[src/rtl/kb_cursor_ctrl_if.sv]
// Keyboard-byte input and engine move handshake between kb_cursor_ctrl and its neighbours.
// The slave side is the cursor controller; the master side is the receiver and engine.
interface kb_cursor_ctrl_if;
    logic       scan_ready;
    logic [7:0] scan_code;
    logic       move_valid;
    logic [5:0] move_from;
    logic [5:0] move_to;
    logic       move_ready;

    modport master (
        output scan_ready, scan_code, move_ready,
        input  move_valid, move_from, move_to
    );

    modport slave (
        input  scan_ready, scan_code, move_ready,
        output move_valid, move_from, move_to
    );
endinterface

[src/rtl/kb_cursor_ctrl.sv]
// PS/2 scan-byte decoder driving an 8x8 board cursor and the two-step from/to move selection.
// Completed moves are offered to the engine over a valid/ready handshake.
module kb_cursor_ctrl #(
    parameter bit         WRAP        = 1'b0,
    parameter logic [2:0] INIT_ROW    = 3'd0,
    parameter logic [2:0] INIT_COL    = 3'd4,
    parameter int         PFX_TIMEOUT = 500000
) (
    input  logic            clk50,
    input  logic            reset_kb,
    kb_cursor_ctrl_if.slave kb,
    output logic [2:0]      cursor_row,
    output logic [2:0]      cursor_col,
    output logic [1:0]      phase,
    output logic [5:0]      from_sq,
    output logic            key_evt
);
    localparam int TW = $clog2(PFX_TIMEOUT + 1);
    localparam logic [TW-1:0] TMAX = TW'(PFX_TIMEOUT - 1);

    typedef enum logic [1:0] {D_IDLE, D_EXT, D_BRK, D_EXT_BRK} dec_t;
    typedef enum logic [1:0] {SEL_FROM = 2'd0, SEL_TO = 2'd1, WAIT_ACK = 2'd2} sel_t;

    dec_t          dec_st, dec_nxt;
    sel_t          sel_st, sel_nxt;
    logic [TW-1:0] tmr, tmr_nxt;
    logic          scan_rdy_p1;
    logic [2:0]    row_nxt, col_nxt;
    logic [5:0]    from_nxt, mf_nxt, mt_nxt, move_from_r, move_to_r;
    logic          mv_nxt, move_valid_r, evt_nxt;

    // Edge-of-board stepping: saturate or wrap depending on WRAP.
    function automatic logic [2:0] step_pos(input logic [2:0] v, input logic inc);
        if (inc) return (v == 3'd7) ? (WRAP ? 3'd0 : 3'd7) : v + 3'd1;
        else     return (v == 3'd0) ? (WRAP ? 3'd7 : 3'd0) : v - 3'd1;
    endfunction

    logic accept, is_pfx, mk_norm, mk_ext;
    logic k_up, k_dn, k_lf, k_rt, k_ent, k_esc, k_arrow;

    assign accept  = kb.scan_ready && !scan_rdy_p1;
    assign is_pfx  = (kb.scan_code == 8'hE0) || (kb.scan_code == 8'hF0);
    assign mk_norm = accept && !is_pfx && (dec_st == D_IDLE);
    assign mk_ext  = accept && !is_pfx && (dec_st == D_EXT);
    assign k_up    = mk_ext  && (kb.scan_code == 8'h75);
    assign k_dn    = mk_ext  && (kb.scan_code == 8'h72);
    assign k_lf    = mk_ext  && (kb.scan_code == 8'h6B);
    assign k_rt    = mk_ext  && (kb.scan_code == 8'h74);
    assign k_ent   = mk_norm && (kb.scan_code == 8'h5A);
    assign k_esc   = mk_norm && (kb.scan_code == 8'h76);
    assign k_arrow = k_up || k_dn || k_lf || k_rt;

    always_ff @(posedge clk50) begin
        if (!reset_kb) begin
            scan_rdy_p1  <= 1'b0;
            dec_st       <= D_IDLE;
            tmr          <= '0;
            sel_st       <= SEL_FROM;
            cursor_row   <= INIT_ROW;
            cursor_col   <= INIT_COL;
            from_sq      <= '0;
            move_valid_r <= 1'b0;
            move_from_r  <= '0;
            move_to_r    <= '0;
            key_evt      <= 1'b0;
        end else begin
            scan_rdy_p1  <= kb.scan_ready;
            dec_st       <= dec_nxt;
            tmr          <= tmr_nxt;
            sel_st       <= sel_nxt;
            cursor_row   <= row_nxt;
            cursor_col   <= col_nxt;
            from_sq      <= from_nxt;
            move_valid_r <= mv_nxt;
            move_from_r  <= mf_nxt;
            move_to_r    <= mt_nxt;
            key_evt      <= evt_nxt;
        end
    end

    // Prefix decoder; a stale E0/F0 is dropped after PFX_TIMEOUT idle cycles.
    always_comb begin
        dec_nxt = dec_st;
        tmr_nxt = tmr;
        if (accept) begin
            tmr_nxt = '0;
            if (kb.scan_code == 8'hE0)
                dec_nxt = D_EXT;
            else if (kb.scan_code == 8'hF0)
                dec_nxt = (dec_st == D_EXT || dec_st == D_EXT_BRK) ? D_EXT_BRK : D_BRK;
            else
                dec_nxt = D_IDLE;
        end else if (dec_st != D_IDLE) begin
            if (tmr == TMAX) begin
                dec_nxt = D_IDLE;
                tmr_nxt = '0;
            end else begin
                tmr_nxt = tmr + 1'b1;
            end
        end
    end

    always_comb begin
        sel_nxt  = sel_st;
        row_nxt  = cursor_row;
        col_nxt  = cursor_col;
        from_nxt = from_sq;
        mv_nxt   = move_valid_r;
        mf_nxt   = move_from_r;
        mt_nxt   = move_to_r;
        evt_nxt  = 1'b0;
        case (sel_st)
            SEL_FROM, SEL_TO: begin
                if (k_arrow) begin
                    evt_nxt = 1'b1;
                    if (k_up) row_nxt = step_pos(cursor_row, 1'b1);
                    if (k_dn) row_nxt = step_pos(cursor_row, 1'b0);
                    if (k_rt) col_nxt = step_pos(cursor_col, 1'b1);
                    if (k_lf) col_nxt = step_pos(cursor_col, 1'b0);
                end
                if (k_esc) begin
                    evt_nxt = 1'b1;
                    sel_nxt = SEL_FROM;
                end
                if (k_ent) begin
                    evt_nxt = 1'b1;
                    if (sel_st == SEL_FROM) begin
                        from_nxt = {cursor_row, cursor_col};
                        sel_nxt  = SEL_TO;
                    end else if ({cursor_row, cursor_col} == from_sq) begin
                        sel_nxt  = SEL_FROM;
                    end else begin
                        mf_nxt  = from_sq;
                        mt_nxt  = {cursor_row, cursor_col};
                        mv_nxt  = 1'b1;
                        sel_nxt = WAIT_ACK;
                    end
                end
            end
            WAIT_ACK: begin
                if (move_valid_r && kb.move_ready) begin
                    mv_nxt  = 1'b0;
                    sel_nxt = SEL_FROM;
                end
            end
            default: sel_nxt = SEL_FROM;
        endcase
    end

    assign phase         = sel_st;
    assign kb.move_valid = move_valid_r;
    assign kb.move_from  = move_from_r;
    assign kb.move_to    = move_to_r;
endmodule

[src/flat_wrapper.sv]
// flat-port wrapper written by rule: the top's interface ports become plain ports
module kb_cursor_ctrl_flat 
#(
    parameter bit         WRAP        = 1'b0,
    parameter logic [2:0] INIT_ROW    = 3'd0,
    parameter logic [2:0] INIT_COL    = 3'd4,
    parameter int         PFX_TIMEOUT = 500000
)
  (clk50, reset_kb, cursor_row, cursor_col, phase, from_sq, key_evt, kb_scan_ready, kb_scan_code, kb_move_ready, kb_move_valid, kb_move_from, kb_move_to);
  kb_cursor_ctrl_if kb_i ();
  input  logic clk50;
  input  logic reset_kb;
  output logic [2:0] cursor_row;
  output logic [2:0] cursor_col;
  output logic [1:0] phase;
  output logic [5:0] from_sq;
  output logic key_evt;
  input wire logic [$bits(kb_i.scan_ready)-1:0] kb_scan_ready;
  input wire logic [$bits(kb_i.scan_code)-1:0] kb_scan_code;
  input wire logic [$bits(kb_i.move_ready)-1:0] kb_move_ready;
  output wire logic [$bits(kb_i.move_valid)-1:0] kb_move_valid;
  output wire logic [$bits(kb_i.move_from)-1:0] kb_move_from;
  output wire logic [$bits(kb_i.move_to)-1:0] kb_move_to;
  assign kb_i.scan_ready = kb_scan_ready;
  assign kb_i.scan_code = kb_scan_code;
  assign kb_i.move_ready = kb_move_ready;
  assign kb_move_valid = kb_i.move_valid;
  assign kb_move_from = kb_i.move_from;
  assign kb_move_to = kb_i.move_to;
  kb_cursor_ctrl #(.WRAP(WRAP), .INIT_ROW(INIT_ROW), .INIT_COL(INIT_COL), .PFX_TIMEOUT(PFX_TIMEOUT)) u_core (.clk50(clk50), .reset_kb(reset_kb), .kb(kb_i), .cursor_row(cursor_row), .cursor_col(cursor_col), .phase(phase), .from_sq(from_sq), .key_evt(key_evt));
endmodule
[config.mk]
export PLATFORM = sky130hd
export DESIGN_NAME = kb_cursor_ctrl_flat
export DESIGN_NICKNAME = d
export VERILOG_FILES = /design/src/rtl/kb_cursor_ctrl_if.sv /design/src/rtl/kb_cursor_ctrl.sv /design/src/flat_wrapper.sv
export SDC_FILE = /design/constraint.sdc
export NUM_CORES = 1
export LEC_CHECK = 0
export ABC_AREA = 1
export BUFFER_PORTS_ARGS = -buffer_cell sky130_fd_sc_hd__buf_2
export CAP_MARGIN = 40
export CORE_ASPECT_RATIO = 1.4
export CORE_MARGIN = 3
export CORE_UTILIZATION = 45
export CTS_BUF_LIST = sky130_fd_sc_hd__clkbuf_8
export DETAILED_ROUTE_END_ITERATION = 8
export PLACE_DENSITY_LB_ADDON = 0.15
export SLEW_MARGIN = 20
export SYNTH_ARGS = -nofsm -noshare
export SYNTH_HDL_FRONTEND = slang
export SYNTH_SLANG_ARGS = --single-unit
[constraint.sdc]
create_clock -name clk50 -period 4.9 [get_ports clk50]
set_clock_uncertainty 0.1 [all_clocks]
set_input_delay 1.47 -clock clk50 [delete_from_list [all_inputs] [get_ports clk50]]
set_output_delay 1.47 -clock clk50 [all_outputs]
set_load 0.05 [all_outputs]
# Word level (Yosys, flattened, before mapping)
# Index checks and enable logic that the tools add are counted.
[word_totals]
word_cells = 107
rom_bits = 0
reg_bits = 50
mem_bits_rw = 0
mem_count = 0
input_bits = 12
latchBits = 0
[op_classes]
magnitude_cmp = 0
bitwise = 3
n_addsub = 5
n_reduce_logical = 38
n_div = 0
mul = 0
shift = 0
mux = 29
eq_ne = 21
[ops]
columns = ["operator", "n"]
rows = [
  ["8-bit by 7-bit equality test with 1-bit output (second input constant)", 6],
  ["3-bit two-way mux", 8],
  ["2-bit two-way mux", 10],
  ["19-bit by 1-bit adder with 19-bit output (second input constant)", 1],
  ["19-bit equality test (second input constant)", 1],
  ["19-bit two-way mux", 1],
  ["8-bit equality test (second input constant)", 2],
  ["2-bit nonzero test", 6],
  ["1-bit logical AND", 11],
  ["3-bit AND reduction", 3],
  ["1-bit two-way mux", 8],
  ["3-bit by 1-bit adder with 3-bit output (second input constant)", 2],
  ["3-bit equality test (second input constant)", 2],
  ["6-bit equality test", 1],
  ["3-bit zero test", 2],
  ["2-bit AND reduction", 3],
  ["3-bit by 1-bit subtractor with 3-bit output (second input constant)", 2],
  ["1-bit logical OR", 5],
  ["5-bit AND reduction", 1],
  ["2-bit by 1-bit equality test with 1-bit output (second input constant)", 2],
  ["2-bit equality test (second input constant)", 2],
  ["2-bit zero test", 2],
  ["2-bit by 1-bit != test with 1-bit output (second input constant)", 2],
  ["2-bit != test (second input constant)", 2],
  ["other kinds (7)", 11],
]

# Longest topological paths before layout
[depth]
depth_word = 12
depth_mapped = 12
mapped_depth_nobuf = 11

# Least setup slack after synthesis
# OpenSTA, ideal clock, no wires.
[synth_timing]
kind = "input-to-reg"
from = "input kb_scan_code[4]"
to = "register u_core.move_to_r[2] (netlist: u_core.kb.move_to[2])"
path_stages = 9
path_buffers = 1
arrival_time_ns = 2.461
setup_time_ns = 0.114
slack_ns = 2.225
cell_sequence = "inv_1 > or2_1 > nor3_4 > nand2_4 > nor2_8 > buf_8 > nand2_1 > nand2_1 > nor2_1"
[synth_via]
elab_chain_cells = 7
[synth_lines]
columns = ["item", "line", "text"]
rows = [
  ["start: declaration", "flat_wrapper.sv:19", "input wire logic [$bits(kb_i.scan_code)-1:0] kb_scan_code;"],
  ["8-bit equality test", "kb_cursor_ctrl.sv:42", "assign is_pfx = (kb.scan_code == 8'hE0) || (kb.scan_code == 8'hF0);"],
  ["1-bit logical OR", "kb_cursor_ctrl.sv:42", ""],
  ["1-bit zero test", "kb_cursor_ctrl.sv:43", "assign mk_norm = accept && !is_pfx && (dec_st == D_IDLE);"],
  ["1-bit logical AND (2 in a row)", "kb_cursor_ctrl.sv:43", ""],
  ["1-bit logical AND *", "kb_cursor_ctrl.sv:49", "assign k_ent = mk_norm && (kb.scan_code == 8'h5A);"],
  ["4-bit AND reduction (no line) *", "-", ""],
  ["end signal: assignment", "kb_cursor_ctrl.sv:76", "move_to_r <= mt_nxt;"],
  ["end: declaration", "kb_cursor_ctrl.sv:29", "logic [5:0] from_nxt, mf_nxt, mt_nxt, move_from_r, move_to_r;"],
]
# Every way passes the cells marked *; elsewhere a longest branch is shown, timed or not.
# A chain may end at the register's enable or synchronous reset.

# Worst setup path after layout
[layout_timing]
from = "input reset_kb"
to = "register u_core.tmr[15]"
[layout_via]
elab_chain_cells = 2
[layout_lines]
columns = ["item", "line", "text"]
rows = [
  ["start: declaration", "flat_wrapper.sv:12", "input logic reset_kb;"],
  ["1-bit inverter (no line)", "-", ""],
  ["2-bit OR reduction (no line)", "-", ""],
  ["end signal: assignment", "kb_cursor_ctrl.sv:69", "tmr <= tmr_nxt;"],
  ["end: declaration", "kb_cursor_ctrl.sv:26", "logic [TW-1:0] tmr, tmr_nxt;"],
]
# No other way between the ends.

==> impl_metrics.csv <==
group,metric,value,unit
global_route,antenna_found_initial,0,
sta,drv_slew,0,
clock_tree,clk-insertion-delay-late,0.31,ns
layout,final_common_cell,"nand2_1",
logic_synthesis,synthDistinctLibCells,38,
sta,fin_crit,2.744,ns
clock_tree,htreeDepth,2,
floorplan,dieArea,0.007222,sq mm
logic_synthesis,syn_area,0.002801,sq mm
logic_synthesis,synth_fp_nets,447,
sta,finalWorstSetupSlack,2.156,ns
route,drc_errors,0,
sta,rsz0062_at_grt,"no",
logic_synthesis,ys_seq_elements,50,
clock_tree,holdBufCountCts,0,
global_route,grt_util_met1,19.82,%
worst_setup_path,crit_slowest_cell,"buf_2",
sta,period_share,56.00,%
layout,n_fill_cell,623,
layout,final_nets,488,
global_route,grt.busiest_layer,"met2",
logic_synthesis,syn_inst,426,
worst_setup_path,cp_num_buf_inv,3,
status,status,"finished clean",
layout,final_cell_mix,"nand2_1 (99), nor2_1 (94), inv_1 (58), dfxtp_1 (50), buf_2 (39)",
pwr,peakVddDrop,0.0001561,V
pwr,power.share.clock,39.0,%
floorplan,dieHeight,99.36,um
sta,slew_headroom,68.13,%
logic_synthesis,ys_async_sr_fraction,0,%
worst_setup_path,path_cells,"buf_2 -> inv_1 -> nor2_1 -> nand2_1 -> inv_1 -> o21ai_0 -> nor2_1",
clock_tree,cts_sinks,50,
flow_run,drv_cap,0,
sta,setup_viol,0,
pwr,power.switching,0.1686,mW
worst_setup_path,cp_data_arrival_time,2.89,ns
global_route,grt_pass1_vias,2491,
placement,place_ws,1.807,ns
placement,dp_cells,530,
layout,final_layout_size_suffix_gt1_share,15.17,%
route,drtIter0Drc,92,
clock_tree,cts-buffers-inserted,5,
floorplan,initial_core_util,47.12,%
worst_setup_path,cp-start-kind,"input pin",
route,via_per_inst,4.928,
worst_setup_path,worstSetupPathType,"input pin to flip-flop",
sta,hold_viol,0,
global_route,grt_max_degree,28,
layout,regArea,0.001001,sq mm
floorplan,dieWidth,72.69,um
sta,tightest_slew,0.4780,ns
logic_synthesis,synth_warnings,0,
sta,timing.hold.ws,0.3819,ns
global_route,track_usage,18.44,%
logic_synthesis,avgSynthCellArea,6.576,sq um
worst_setup_path,crit_path_end_kind,"flip-flop",
logic_synthesis,synth_top_area_share,35.73,%
worst_setup_path,path_delay_family,"buffers and inverters",
pwr,switching_share,22.80,%
route,first_pass_iters,5,
clock_tree,clk_path_buf_depth,2,
logic_synthesis,synth_edf_count,0,
placement,hpwl,4.844,mm
global_route,grt_first_pass_wirelength,10.63,mm
route,drtAntennaViolNets,0,
floorplan,core-area,0.005946,sq mm
worst_hold_path,hold_path_class,"flip-flop to flip-flop",
floorplan,num_rows,33,
logic_synthesis,ys_seq_area_share,35.73,%
pwr,seqPwrFrac,55.3,%
clock_tree,cts_tree,"done",
floorplan,io-pin-count,40,
worst_setup_path,crit_required,5.05,ns
layout,diodes,0,
logic_synthesis,synth_top_area_cell,"dfxtp_1",
route,totalWireLength,6.204,mm
route,vias,2651,
route,wl_per_cell,11.53,um
global_route,overflow,0,
clock_tree,cts-resized-gates,0,
pwr,p_leak,1.483,nW
worst_setup_path,crit_fanout,27,
clock_tree,cts_root_buf,"clkbuf_8",
worst_setup_path,slowest_delay,0.39,ns
pwr,power_density,234.7,mW/mm^2
layout,multiInputGateArea,0.001525,sq mm
layout,area_delta_synth_final,12.46,%
sta,max_freq,364.4,MHz
clock_tree,clk_pin_slew,0.09,ns
clock_tree,postCtsSetupBuffers,0,
layout,finalNonFillerCells,538,
global_route,grt.met3_usage,3.943,%
global_route,use_met2,34.98,%
logic_synthesis,ys.flop_type,"dfxtp_1",
pwr,p_int,0.5708,mW
placement,globalplace.congestion,0.8156,
logic_synthesis,synth.top_cells.by_area,"dfxtp_1 (36%), nand2_1 (13%), nor2_1 (13%), inv_1 (7.8%), o21ai_0 (4.1%)",
pwr,comb_power_share,5.7,%
sta,setup_tns,0,ns
placement,portBuffers,39,
## logic make-up after synthesis
family	Yosys count	synth area share (%)
buffers and inverters	67	9.825
XOR/XNOR	4	1.251
AO/OA/AOI/OAI	47	9.423
adder cells (fa/ha/maj)	9	4.020
AND/OR/NAND/NOR	249	39.75
flip-flops	50	35.73
## power groups by stage
stage	clock network [mW]	logic (mW)	registers [mW]
after floorplan	0	0.0297	0.419
after global placement	0	0.0421	0.419
after detailed placement	0	0.0425	0.419
after CTS	0.299	0.0427	0.409
after global routing	0.313	0.0484	0.410
final	0.288	0.0422	0.409
## sequential cells by signal, indices dropped and copies added, names as in the netlist
register / flops
u_core.cursor_col: 3
u_core.cursor_row: 3
u_core.dec_st: 2
u_core.kb.move_to: 6
u_core.tmr: 19
u_core.phase: 2
u_core.from_sq: 6
u_core.kb.move_valid: 1
u_core.scan_rdy_p1: 1
u_core.kb.move_from: 6
u_core.key_evt: 1
## path summary, 6_finish.rpt
check                                      startpoint  depth (start not counted)  slack (ns)                             endpoint
setup / recovery                             reset_kb                          7        2.16          u_core.tmr[15]$_SDFFE_PP0P_
hold / removal    u_core.kb.move_from[5]$_SDFFE_PN0P_                          2        0.38  u_core.kb.move_from[5]$_SDFFE_PN0P_
hold reg to reg   u_core.kb.move_from[5]$_SDFFE_PN0P_                          2        0.38  u_core.kb.move_from[5]$_SDFFE_PN0P_
setup reg to reg           u_core.tmr[1]$_SDFFE_PP0P_                         10        2.97          u_core.tmr[15]$_SDFFE_PP0P_
## metal layers
metal	vias to the layer above	wire (um)	part of all wire (%)
met2	40	3384	55
li1	1410	-	-
met4	0	58	0.93
met3	6	258	4.2
met1	1195	2503	40
met5	-	0	0
## final cells by class
cell class / count / area share, %
tap: 70 / 2.780
inverter: 62 / 7.387
timing repair buffer: 39 / 6.195
sequential: 50 / 31.77
multi-input combinational: 309 / 48.41
clock buffer: 5 / 2.184
clock inverter: 3 / 1.271
## cell usage after synthesis, types with 2 or more instances
master	n
a21oi_1	11
buf_8	2
dfxtp_1	50
ha_1	9
inv_1	58
inv_2	4
nand2_1	99
nand2_2	3
nand3_1	19
nand4_1	5
nor2_1	94
nor2_2	4
nor2_4	3
nor3_1	9
nor3_2	2
nor4_1	2
o211ai_1	3
o21ai_0	23
o21bai_1	3
o22ai_1	2
o31ai_1	2
xor2_1	3
## metrics by stage
step	instance area, sq um	power (mW)	utilization (%)
3_3_place_gp	3042	0.4608	51.16
6_report	3151	0.7395	52.99
4_1_cts	3151	0.7512	52.99
3_5_place_dp	3042	0.4612	51.16
2_1_floorplan	2801	0.4485	-
5_1_grt	3151	0.7707	52.99
## worst reg2reg max path, stage by stage, from the launching register on
cell and delay [ns]:
dfxtp_1 0.37, ha_1 0.18, nand2_1 0.08, inv_1 0.07
nand2_1 0.06, nor4_1 0.18, nand3_1 0.18, nand2_1 0.30
inv_1 0.16, o21ai_0 0.11, nor2_1 0.06
No activity file was read; power rests on OpenSTA's default activity.
